## config.mk

```make
export PLATFORM = sky130hd
export DESIGN_NAME = param_sync_fifo
export DESIGN_NICKNAME = d
export VERILOG_FILES = /design/src/rtl/param_sync_fifo_pkg.sv /design/src/rtl/fifo_mem.sv /design/src/rtl/param_sync_fifo.sv
export SDC_FILE = /design/constraint.sdc
export NUM_CORES = 1
export LEC_CHECK = 0
export BUFFER_PORTS_ARGS = -buffer_cell sky130_fd_sc_hd__buf_2
export CORE_ASPECT_RATIO = 0.7
export CORE_UTILIZATION = 50
export CTS_BUF_LIST = sky130_fd_sc_hd__clkbuf_8
export DETAILED_ROUTE_END_ITERATION = 10
export GPL_ROUTABILITY_DRIVEN = 0
export PLACE_DENSITY = 0.71
export SYNTH_ARGS = -nofsm -noshare
export SYNTH_HDL_FRONTEND = slang
export SYNTH_SLANG_ARGS = --single-unit
```

## constraint.sdc

```tcl
create_clock -name clk -period 2.8 [get_ports clk]
set_clock_uncertainty 0.2 [all_clocks]
set_input_delay 0.28 -clock clk [delete_from_list [all_inputs] [get_ports clk]]
set_output_delay 0.28 -clock clk [all_outputs]
set_load 0.005 [all_outputs]
```

## src/rtl/param_sync_fifo_pkg.sv

```systemverilog
// Shared defaults and depth derivation for every FIFO variant in the codebase.
package param_sync_fifo_pkg;
  localparam int DEF_DATA_WIDTH = 6;
  localparam int DEF_ADDR_WIDTH = 2;

  function automatic int fifo_depth(input int addr_width);
    return 1 << addr_width;
  endfunction
endpackage

```

## src/rtl/fifo_mem.sv

```systemverilog
// DEPTH x DATA_WIDTH storage, one write port and one registered read port.
// Read data appears one edge after rd_en and is zero in any cycle without a read.
module fifo_mem
  import param_sync_fifo_pkg::*;
#(
  parameter int DATA_WIDTH = DEF_DATA_WIDTH,
  parameter int ADDR_WIDTH = DEF_ADDR_WIDTH
) (
  input  logic                  clk,
  input  logic                  reset,
  input  logic                  wr_en,
  input  logic [ADDR_WIDTH-1:0] wr_addr,
  input  logic [DATA_WIDTH-1:0] wr_data,
  input  logic                  rd_en,
  input  logic [ADDR_WIDTH-1:0] rd_addr,
  output logic [DATA_WIDTH-1:0] rd_data
);
  localparam int DEPTH = fifo_depth(ADDR_WIDTH);

  logic [DATA_WIDTH-1:0] mem [0:DEPTH-1];

  // Storage is intentionally not reset; occupancy tracking makes stale words unreachable.
  always_ff @(posedge clk) begin
    if (wr_en) mem[wr_addr] <= wr_data;
  end

  always_ff @(posedge clk) begin
    if (reset)      rd_data <= '0;
    else if (rd_en) rd_data <= mem[rd_addr];
    else            rd_data <= '0;
  end
endmodule

```

## src/rtl/param_sync_fifo.sv

```systemverilog
// Synchronous FIFO with runtime almost-full/empty thresholds and sticky error flags.
// Read latency one cycle; writes while full (without a read) and reads while empty are dropped and flagged.
module param_sync_fifo
  import param_sync_fifo_pkg::*;
#(
  parameter int DATA_WIDTH = DEF_DATA_WIDTH,
  parameter int ADDR_WIDTH = DEF_ADDR_WIDTH
) (
  input  logic                  clk,
  input  logic                  reset,
  input  logic                  wr_enable,
  input  logic                  rd_enable,
  input  logic [DATA_WIDTH-1:0] data_in,
  input  logic [ADDR_WIDTH:0]   almost_full_th,
  input  logic [ADDR_WIDTH:0]   almost_empty_th,
  input  logic                  err_clear,
  output logic [DATA_WIDTH-1:0] data_out,
  output logic                  valid_out,
  output logic                  full_fifo,
  output logic                  empty_fifo,
  output logic                  almost_full_fifo,
  output logic                  almost_empty_fifo,
  output logic [ADDR_WIDTH:0]   fifo_count,
  output logic                  overflow_err,
  output logic                  underflow_err
);
  localparam int                DEPTH     = fifo_depth(ADDR_WIDTH);
  localparam logic [ADDR_WIDTH:0] DEPTH_CNT = (ADDR_WIDTH+1)'(DEPTH);
  localparam logic [ADDR_WIDTH:0] CNT_ONE   = (ADDR_WIDTH+1)'(1);
  localparam logic [ADDR_WIDTH-1:0] PTR_ONE = ADDR_WIDTH'(1);

  logic [ADDR_WIDTH-1:0] wr_ptr, rd_ptr;
  logic [ADDR_WIDTH:0]   af_level;
  logic                  wr_acc, rd_acc;

  // No read-through: a read into an empty FIFO fails even if a write lands in the same cycle.
  assign rd_acc = rd_enable && !empty_fifo;
  assign wr_acc = wr_enable && (!full_fifo || rd_acc);

  assign full_fifo         = (fifo_count == DEPTH_CNT);
  assign empty_fifo        = (fifo_count == '0);
  assign af_level          = (almost_full_th > DEPTH_CNT) ? DEPTH_CNT : almost_full_th;
  assign almost_full_fifo  = (fifo_count >= af_level);
  assign almost_empty_fifo = (fifo_count <= almost_empty_th);

  always_ff @(posedge clk) begin
    if (reset) begin
      wr_ptr        <= '0;
      rd_ptr        <= '0;
      fifo_count    <= '0;
      valid_out     <= 1'b0;
      overflow_err  <= 1'b0;
      underflow_err <= 1'b0;
    end else begin
      if (wr_acc) wr_ptr <= wr_ptr + PTR_ONE;
      if (rd_acc) rd_ptr <= rd_ptr + PTR_ONE;
      case ({wr_acc, rd_acc})
        2'b10:   fifo_count <= fifo_count + CNT_ONE;
        2'b01:   fifo_count <= fifo_count - CNT_ONE;
        default: fifo_count <= fifo_count;
      endcase
      valid_out <= rd_acc;
      // A new error outranks a simultaneous clear.
      if (wr_enable && !wr_acc) overflow_err <= 1'b1;
      else if (err_clear)       overflow_err <= 1'b0;
      if (rd_enable && !rd_acc) underflow_err <= 1'b1;
      else if (err_clear)       underflow_err <= 1'b0;
    end
  end

  fifo_mem #(
    .DATA_WIDTH(DATA_WIDTH),
    .ADDR_WIDTH(ADDR_WIDTH)
  ) u_mem (
    .clk     (clk),
    .reset   (reset),
    .wr_en   (wr_acc),
    .wr_addr (wr_ptr),
    .wr_data (data_in),
    .rd_en   (rd_acc),
    .rd_addr (rd_ptr),
    .rd_data (data_out)
  );
endmodule

```

Word-level counts from Yosys, hierarchy flattened
Memories as Yosys holds them, arrays and structs flattened. A register that Yosys moved wholly into a read port is not among the register bits.
Cells that the tools add are included.
- mux-type cells: 7
- equal/unequal tests: 3
- bitwise gates (word level): 1
- $lt $le $gt $ge: 3
- add/subtract/negate cells: 4
- reduce and logical (&&, ||, !) cells: 14
- operators with widths (kind ; count):
    $pmux 3 s2 ; 1
    $reduce_bool 2->1 ; 3
    $mux 1 ; 5
    $add 2x1->2 const B ; 2
    $logic_and 1x1->1 ; 4
    $logic_not 1->1 ; 4
    $add 3x1->3 const B ; 1
    $eq 3x3->1 const B ; 1
    $ge 3x3->1 ; 1
    $gt 3x3->1 const B ; 1
    $le 3x3->1 ; 1
    $logic_not 3->1 ; 1
    $mux 3 ; 1
    $sub 3x1->3 const B ; 1
    $eq 2x1->1 const B ; 1
    $eq 2x2->1 const B ; 1
    $reduce_or 2->1 ; 1
    $logic_or 1x1->1 ; 1
    $not 1->1 ; 1
- flip-flop bits (word level): 10
- memories: 1
- bits in writable memories: 24
- output and inout bits: 16
- logic and storage cells: 39
- memory list (memory ; words ; bits a word ; read ports ; clocked after Yosys merged registers in ; wr ports ; RTL line ; text):
    u_mem.mem ; 4 ; 6 ; 1 ; 1 ; 1 ; fifo_mem.sv:20 ; logic [DATA_WIDTH-1:0] mem [0:DEPTH-1];

Longest topological paths before layout
Gate-level depths: netlist (run 1).
- depth after elaboration: 8
- depth in mapped cells: 9

Modules after synthesis
A second synthesis (run 1) with hierarchy kept.
- cell total of the unflattened synthesis: 139
- area, all modules: 1775.5 um2
- by module, submodules not included (module ; area each (um2) ; instances ; seq. area each (um2) ; cells each):
    fifo_mem ; 1063.5 ; 1 ; 840.8 ; 57
    param_sync_fifo ; 711.9 ; 1 ; 200.2 ; 82

Worst setup path after synthesis (run 1)
Ideal clock, no wire load.
- path kind: reg-to-reg
- start: reg fifo_count[2]
- end: reg fifo_count[2]
- slack: 0.527 ns
- arrival: 2.002 ns
- stages on the path, launching flop included: 10
- setup time: 0.070 ns
- data required time: 2.530 ns
- cell sequence: dfxtp_1 nor4b_4 nor2b_2 inv_1 ha_1 inv_1 fa_1 xor2_1 or3_1 a21oi_1
- longest elaborated chain between the ends: 7
- elaborated cells on any way between the ends: 13
- ends and longest elaborated chain (element ; RTL line ; text):
    start, declared ; param_sync_fifo.sv:23 ; output logic [ADDR_WIDTH:0] fifo_count,
    start signal, assigned ; param_sync_fifo.sv:58 ; 2'b10: fifo_count <= fifo_count + CNT_ONE;
    start signal, assigned ; param_sync_fifo.sv:59 ; 2'b01: fifo_count <= fifo_count - CNT_ONE;
    start signal, assigned ; param_sync_fifo.sv:60 ; default: fifo_count <= fifo_count;
    $logic_not 3->1 ; param_sync_fifo.sv:41 ; assign empty_fifo = (fifo_count == '0);
    $logic_not 1->1 ; param_sync_fifo.sv:37 ; assign rd_acc = rd_enable && !empty_fifo;
    $logic_and 1x1->1 ; param_sync_fifo.sv:37 ;
    $logic_or 1x1->1 ; param_sync_fifo.sv:38 ; assign wr_acc = wr_enable && (!full_fifo || rd_acc);
    $logic_and 1x1->1 ; param_sync_fifo.sv:38 ;
    $eq 2x1->1 / $eq 2x2->1 (equally long branches) ; param_sync_fifo.sv:57 ; case ({wr_acc, rd_acc})
    $pmux 3 s2 / $reduce_bool 2->1 (equally long branches) ; -- ;
Several ways; a longest one is shown, not always the timed one.
A chain may end at the register's enable or synchronous reset.

Worst setup path in the final report (run 1)
Ends and elaborated chain as after synthesis.

==> summary.md, run 1 <==
| Metric | Value |
|---|---|
| Status | finished, final reports clean |
| Post-CTS sizing | 0 |
| Sequential element share of the synthesized area | between 60 and 70% |
| Hold Violations, Final | 0 |
| Clock Pin Slew Worst Setup and Hold Paths | 70 ps |
| Maximum vdd drop | 0.419 mV |
| Vias in the first global route | 956 |
| Critical R2R Capture | fifo_count[2] |
| Wire per inst | 13.3 µm |
| Max-cap violations | 0 |
| Starting Density | 53.6% |
| Die X | 72.1 µm |
| Initial DRC count | 43 |
| Post-route cell area | 0.00203 mm² |
| CTS H-tree lvls | 2 |
| Synthesized area | 0.00172 mm² |
| Clock Path Buffers | 2 |
| Number of vias per cell | 4.88 |
| Max frequency | slightly above 400 MHz |
| Clock root buffer | clkbuf_8 |
| I/O Buffers | 32 |
| Crit-path slowest cell | dfxtp_1 |
| Syn_area_per_cell | 14.0 µm² |
| Fin util | a little over three fifths |
| Post-DP Area | roughly 0.0019 mm² |
| Synth-to-layout area growth | 17.9% |
| Synth Flop Type | edfxtp_1 |
| Filler Cell Count | between 200 and 250 |
| Max transition margin | 65.0% |
| Inserted Diodes | 0 |
| Initial antenna violation count | 0 |
| Hpwl dp | 2.06 mm |
| Clk_lat worst skew | 290 ps |
| Area leader, netlist | edfxtp_1 |
| Slew @ Worst Pin | ~520 ps |
| Worst setup EP type | flip-flop |
| Antenna-violating nets left | 0 |
| Post-synth ARST share | 0% |
| Pre-antenna DRT Iters | 4 |
| Hold EP | u_mem.mem[0][3] |
| Largest net degree at the start of global routing | 13 |
| Residual DRC | 0 |
| Hold Path Stages | 1 |
| # rows | 17 |
| Crit-path most repeated cell | inv_1 |
| Most frequent cell after synthesis | edfxtp_1 |
| Synth area leaders | edfxtp_1 (42%), dfxtp_1 (19%), ha_1 (8.0%) |
| R2r setup slk | 370 ps |
| Max incr delay on CP | 480 ps |
| Total die area | 0.00369 mm² |
| Gr usage total | 17.8% |
| Class of the worst hold path | input pin to flip-flop |
| CTS Buf Count | 5 |
| Post-Synthesis Net Count | roughly 150 |
| Final wirelength | 2.77 mm |
| Synth top area share | 41.9% |
| Min cycle time layout | approximately 2400 ps |
| Leakage | between 0.8 and 0.9 nW |
| RSZ-0062 raised after global routing | no |
| PD cells | 768 mW/mm² |
| Critical path, cell by cell | nor4b_4 > nor2b_2 > inv_1 > ha_1 > inv_1 > fa_1 > xor2_1 > or3_1 > a21oi_1 |
| Number of clock sinks | 40 |
| Worst Setup Start Kind | flip-flop |
| Most frequent cells after synthesis | edfxtp_1 (24), dfxtp_1 (16), ha_1 (11), inv_1 (11), nor2b_1 (10) |
| Synth cell types | 30 |
| Min Hold Slack | around 11 ps |
| Start of the worst register-to-register path | fifo_count[2] |
| Number of synthesized register bits | 40 |
| Via count | between 1000 and 1500 |
| TritonCTS clock tree | yes |
| Syn. warnings | 0 |
| Period utilization | 86.6% |
| Reg2Reg Depth | 9 |
| Final setup viols | 0 |
| First-pass GRT wire length | 4.53 mm |
| Grt total ovfl | 0 |
| Core footprint | 0.00321 mm² |
| CP required | 2820 ps |
| Ports | 33 |
| Critical Path AT | 2450 ps |
| Syn Inst Count | between 100 and 150 |
| Critical setup path kind | flip-flop to flip-flop |
| Post-synth EDFFs | 24 |
| Layout cells sized above 1 | between 20% and 30% |
| Final Slew Violations | 0 |
| Setup_tns | 0 ps |
| Critical Path Fanout Max | 10 |
| Fin nets | between 150 and 200 |
| Hold Crit Start | data_in[3] |
| Height of the die | 51.1 µm |
-- through the flow --
step | total power, W | setup slack, ps | instances
final | 0.00156 | 375 | 208
after detailed placement | 0.00122 | 394 | 199
after floorplan | 0.00107 | 527 | 123
after global routing | 0.00167 | 148 | 208
after global placement | 0.00120 | 461 | 199
after CTS | 0.00158 | 377 | 207
-- power breakdown --
part	switching [W]	leakage [nW]	total [W]	internal [W]
Clock	0.000190	0.0400	0.000358	0.000168
Combinational	0.000188	0.452	0.000417	0.000229
Sequential	0.0000851	0.351	0.000784	0.000699
-- flip-flops by register name, indices dropped and copies added, names as in the netlist --
name           flops
fifo_count         3
overflow_err       1
rd_ptr             2
u_mem.mem         24
u_mem.rd_data      6
underflow_err      1
valid_out          1
wr_ptr             2
-- routing by layer --
layer | share of wire (%) | vias up | global-route usage (%)
li1 | - | 507 | -
met4 | 1.6 | 0 | 7.84
met5 | 0 | - | 0
met1 | 48 | 479 | 23.2
met3 | 4.8 | 5 | 7.69
met2 | 45 | 24 | 25.7
-- worst max-delay path: cells and delay by family, from the launching register on --
| family | cells | cell delay [ps] |
|---|---|---|
| simple gates | 3 | 720 |
| fa+ha+maj | 2 | 530 |
| flops | 1 | 480 |
| xor+xnor | 1 | 160 |
| compound gates | 1 | 140 |
| buf+inv | 2 | 130 |
-- kinds of logic after synthesis --
group	count (synthesis)	share of synthesized area [%]
DFF	40	60.5
and+or+nand+nor	34	11.9
buffers and inverters	14	3.12
adders and majority gates	12	9.16
AOI/OAI and AO/OA	11	4.00
muxes	8	9.30
xor gates and xnor gates	4	2.03
-- layout make-up --
class                           instances  area [µm²]  share of cell area [%]
Clock inverter                          2        12.5                   0.617
Tap cell                               47        58.8                    2.90
Multi-Input combinational cell         69         627                    30.9
Clock buffer                            5        68.8                    3.39
Inverter                               11        41.3                    2.03
Sequential cell                        40        1040                    51.3
Timing Repair Buffer                   34         180                    8.88
-- how the worst max path moves through the flow --
stage / startpoint / end / slack, ps / cells after the start
3_5_place_dp: fifo_count[2] / fifo_count[2] / 390 / 9
3_3_place_gp: fifo_count[2] / fifo_count[2] / 460 / 9
2_1_floorplan: fifo_count[2] / fifo_count[2] / 530 / 9
5_1_grt: fifo_count[2] / fifo_count[2] / 150 / 9
6_report: fifo_count[2] / fifo_count[2] / 370 / 9
4_1_cts: fifo_count[2] / fifo_count[2] / 380 / 9
-- cells in the final DEF (no fill, tap or decap), types with 2 or more instances in the layout --
cell type	count
a21oi_1	4
buf_2	32
nor2_1	9
mux4_2	6
o21ai_0	2
dfxtp_1	16
edfxtp_1	24
ha_1	11
clkbuf_8	5
and2_1	4
dlygate4sd3_1	2
xor2_1	4
a21o_1	2
nand2b_1	3
inv_1	11
nor2b_1	10
-- repair_timing --
action / CTS / global route
hold buffers: 1 / 1
hold endpoints to repair: 4 / 4
setup buffers: 0 / 0
Note: power is estimated with default switching activity, not from simulation.
==> run 2, diff against run 1 <==
- CORE_ASPECT_RATIO: 0.7 -> default
- HOLD_SLACK_MARGIN: default -> 0.06
==> summary.md, run 2 (synthesis results as in run 1) <==
| Metric | Value |
|---|---|
| Postcts setup bufs | 0 (unchanged) |
| Max transition margin | 64.7% (-0.28 points) |
| Post-route cell area | 0.00210 mm² (+3.6%) |
| Status | finished, final reports clean |
| Crit-path most repeated cell | inv_1 |
| Maximum vdd drop | 0.518 mV (+24%) |
| Max incr delay on CP | 480 ps (about the same) |
| Crit-path slowest cell | dfxtp_1 |
| PD cells | 796 mW/mm² (+3.6%) |
| Largest registers | u_mem.mem (24), u_mem.rd_data (6), fifo_count (3) |
| Height of the die | 60.7 µm (+19%) |
| CP Buf/Inv Count | 2 (unchanged) |
| TritonCTS clock tree | yes |
| Clk_lat worst skew | 290 ps (about the same) |
| Total die area | 0.00368 mm² (about the same) |
| Period utilization | 90.3% (+3.7 points) |
| Final Slew Violations | 0 (unchanged) |
| Start of the worst register-to-register path | fifo_count[2] |
| Vias in the first global route | 1064 (+11%) |
| Crit path max-delay family | simple AND/OR/NAND/NOR gates |
| Max frequency | 396 MHz (-4.1%) |
| Min cycle time layout | 2530 ps (+102 ps) |
| Biggest register | u_mem.mem |
| Antenna-violating nets left | 0 (unchanged) |
| CTS H-tree lvls | 2 (unchanged) |
| Core footprint | 0.00315 mm² (-1.8%) |
| Layout cells sized above 1 | 28.7% (-1.1 points) |
| I/O Buffers | 32 (unchanged) |
| Inserted Diodes | 0 (unchanged) |
| Pre-antenna DRT Iters | 4 (unchanged) |
| Slew @ Worst Pin | 529 ps (+10.0 ps) |
| Post-DP Area | 0.00192 mm² (-0.19%) |
| Gr usage total | 20.3% (+2.6 points) |
| Hold Crit Start | reset |
| Class of the worst hold path | input pin to flip-flop |
| CTS Hold Bufs | 7 (+6) |
| Setup_tns | 0 ps (unchanged) |
| Max-cap violations | 0 (unchanged) |
| Initial antenna violation count | 0 (unchanged) |
| # rows | 20 (+3) |
| Die X | 60.7 µm (-16%) |
| Critical Path AT | 2550 ps (+100 ps) |
| Crit path launch | fifo_count[2] |
| Starting Density | 54.6% (+1.0 points) |
| RSZ-0062 raised after global routing | no |
| Final setup viols | 0 (unchanged) |
| Ports | 33 (unchanged) |
| Critical setup path kind | flip-flop to flip-flop |
| Worst Setup Start Kind | flip-flop |
| Largest net degree at the start of global routing | 13 (unchanged) |
| First-pass GRT wire length | 5.03 mm (+11%) |
| Worst setup EP type | flip-flop |
| Critical path, cell by cell | nor4b_4 > nor2b_2 > inv_1 > ha_1 > inv_1 > fa_1 > xor2_1 > or3_1 > a21oi_1 |
| Synth-to-layout area growth | 22.1% |
| Number of clock sinks | 40 (unchanged) |
| Post-CTS sizing | 0 (unchanged) |
| Max FFs per register | 24 (unchanged) |
| Via count | 1037 (+2.2%) |
| Initial DRC count | 53 (+23%) |
| Commonest non-fill, non-tap cell in the layout | buf_2 |
| Hold Violations, Final | 0 (unchanged) |
| Critical Path Fanout Max | 10 (unchanged) |
| Clock Path Buffers | 2 (unchanged) |
| Clock Pin Slew Worst Setup and Hold Paths | 70 ps (about the same) |
| Commonest non-fill, non-tap cells in the layout | buf_2 (32), edfxtp_1 (24), dfxtp_1 (16), inv_1 (12), ha_1 (11) |
| Fin nets | 195 (+2.6%) |
| Min Hold Slack | 114 ps (+103 ps) |
| Clock root buffer | clkbuf_8 |
| Wire per inst | 14.4 µm (+8.4%) |
| CP required | 2820 ps (about the same) |
| Leakage | 0.883 nW (+4.8%) |
| Grt total ovfl | 0 (unchanged) |
| CTS Buf Count | 5 (unchanged) |
| Number of vias per cell | 4.91 (+0.71%) |
| Residual DRC | 0 (unchanged) |
| Final wirelength | 3.05 mm (+10%) |
| Hpwl dp | 2.13 mm (+3.6%) |
==> run 2: cell types whose count changed in the layout (fill, tap and decap cells not counted) <==
| cell | delta |
|---|---|
| inv_1 | +1 |
| dlygate4sd3_1 | +5 |
| clkinvlp_4 | -1 |
| bufinv_16 | +1 |
==> run 2: layout make-up <==
class | count | area [µm²]
tap | 44 | 55.1
clock buffer | 5 | 68.8
inverter | 11 | 41.3
clock inverter | 3 | 38.8
multi-input combinational | 69 | 627
sequential | 40 | 1040
timing repair buffer | 39 | 230
fill | 246 | 1050
==> run 2: final timing paths <==
kind,endpoint,slack [ps],cells after the start
setup / recovery,fifo_count[2],270,9
hold / removal,overflow_err,110,2
setup reg to reg,fifo_count[2],270,9
hold reg to reg,wr_ptr[1],320,2
==> run 2: worst reg2reg max path, cell delays in order, from the launching register on <==
cell and delay [ps]:
dfxtp_1 480, nor4b_4 300, nor2b_2 130, inv_1 70, ha_1 190, inv_1 60, fa_1 380, xor2_1 170
or3_1 320, a21oi_1 160
==> run 2: report_power, final <==
group | leakage (nW) | total [W] | internal [W] | switching, W
Combinational | 0.473 | 0.000434 | 0.000235 | 0.000199
Clock | 0.0593 | 0.000456 | 0.000261 | 0.000195
Sequential | 0.351 | 0.000784 | 0.000699 | 0.0000851
Total | 0.883 | 0.00167 | 0.00119 | 0.000479
==> run 2: metrics by stage <==
stage	power [W]	utilization (%)	setup WS (ps)	std cells
5_1_grt	0.00179	66.7	91.3	211
4_1_cts	0.00169	66.7	276	211
2_1_floorplan	0.00107	-	527	123
6_report	0.00167	66.7	272	211
3_3_place_gp	0.00120	61.0	459	196
3_5_place_dp	0.00122	61.0	332	196
==> run 2: routing by layer <==
metal  wire length [µm]  up-vias  GRT usage, %
met4                 41        0          8.44
met2               1500       34          30.8
met5                  0        -             0
met1               1370      484          25.5
met3                140        5          9.17
li1                   -      514             -
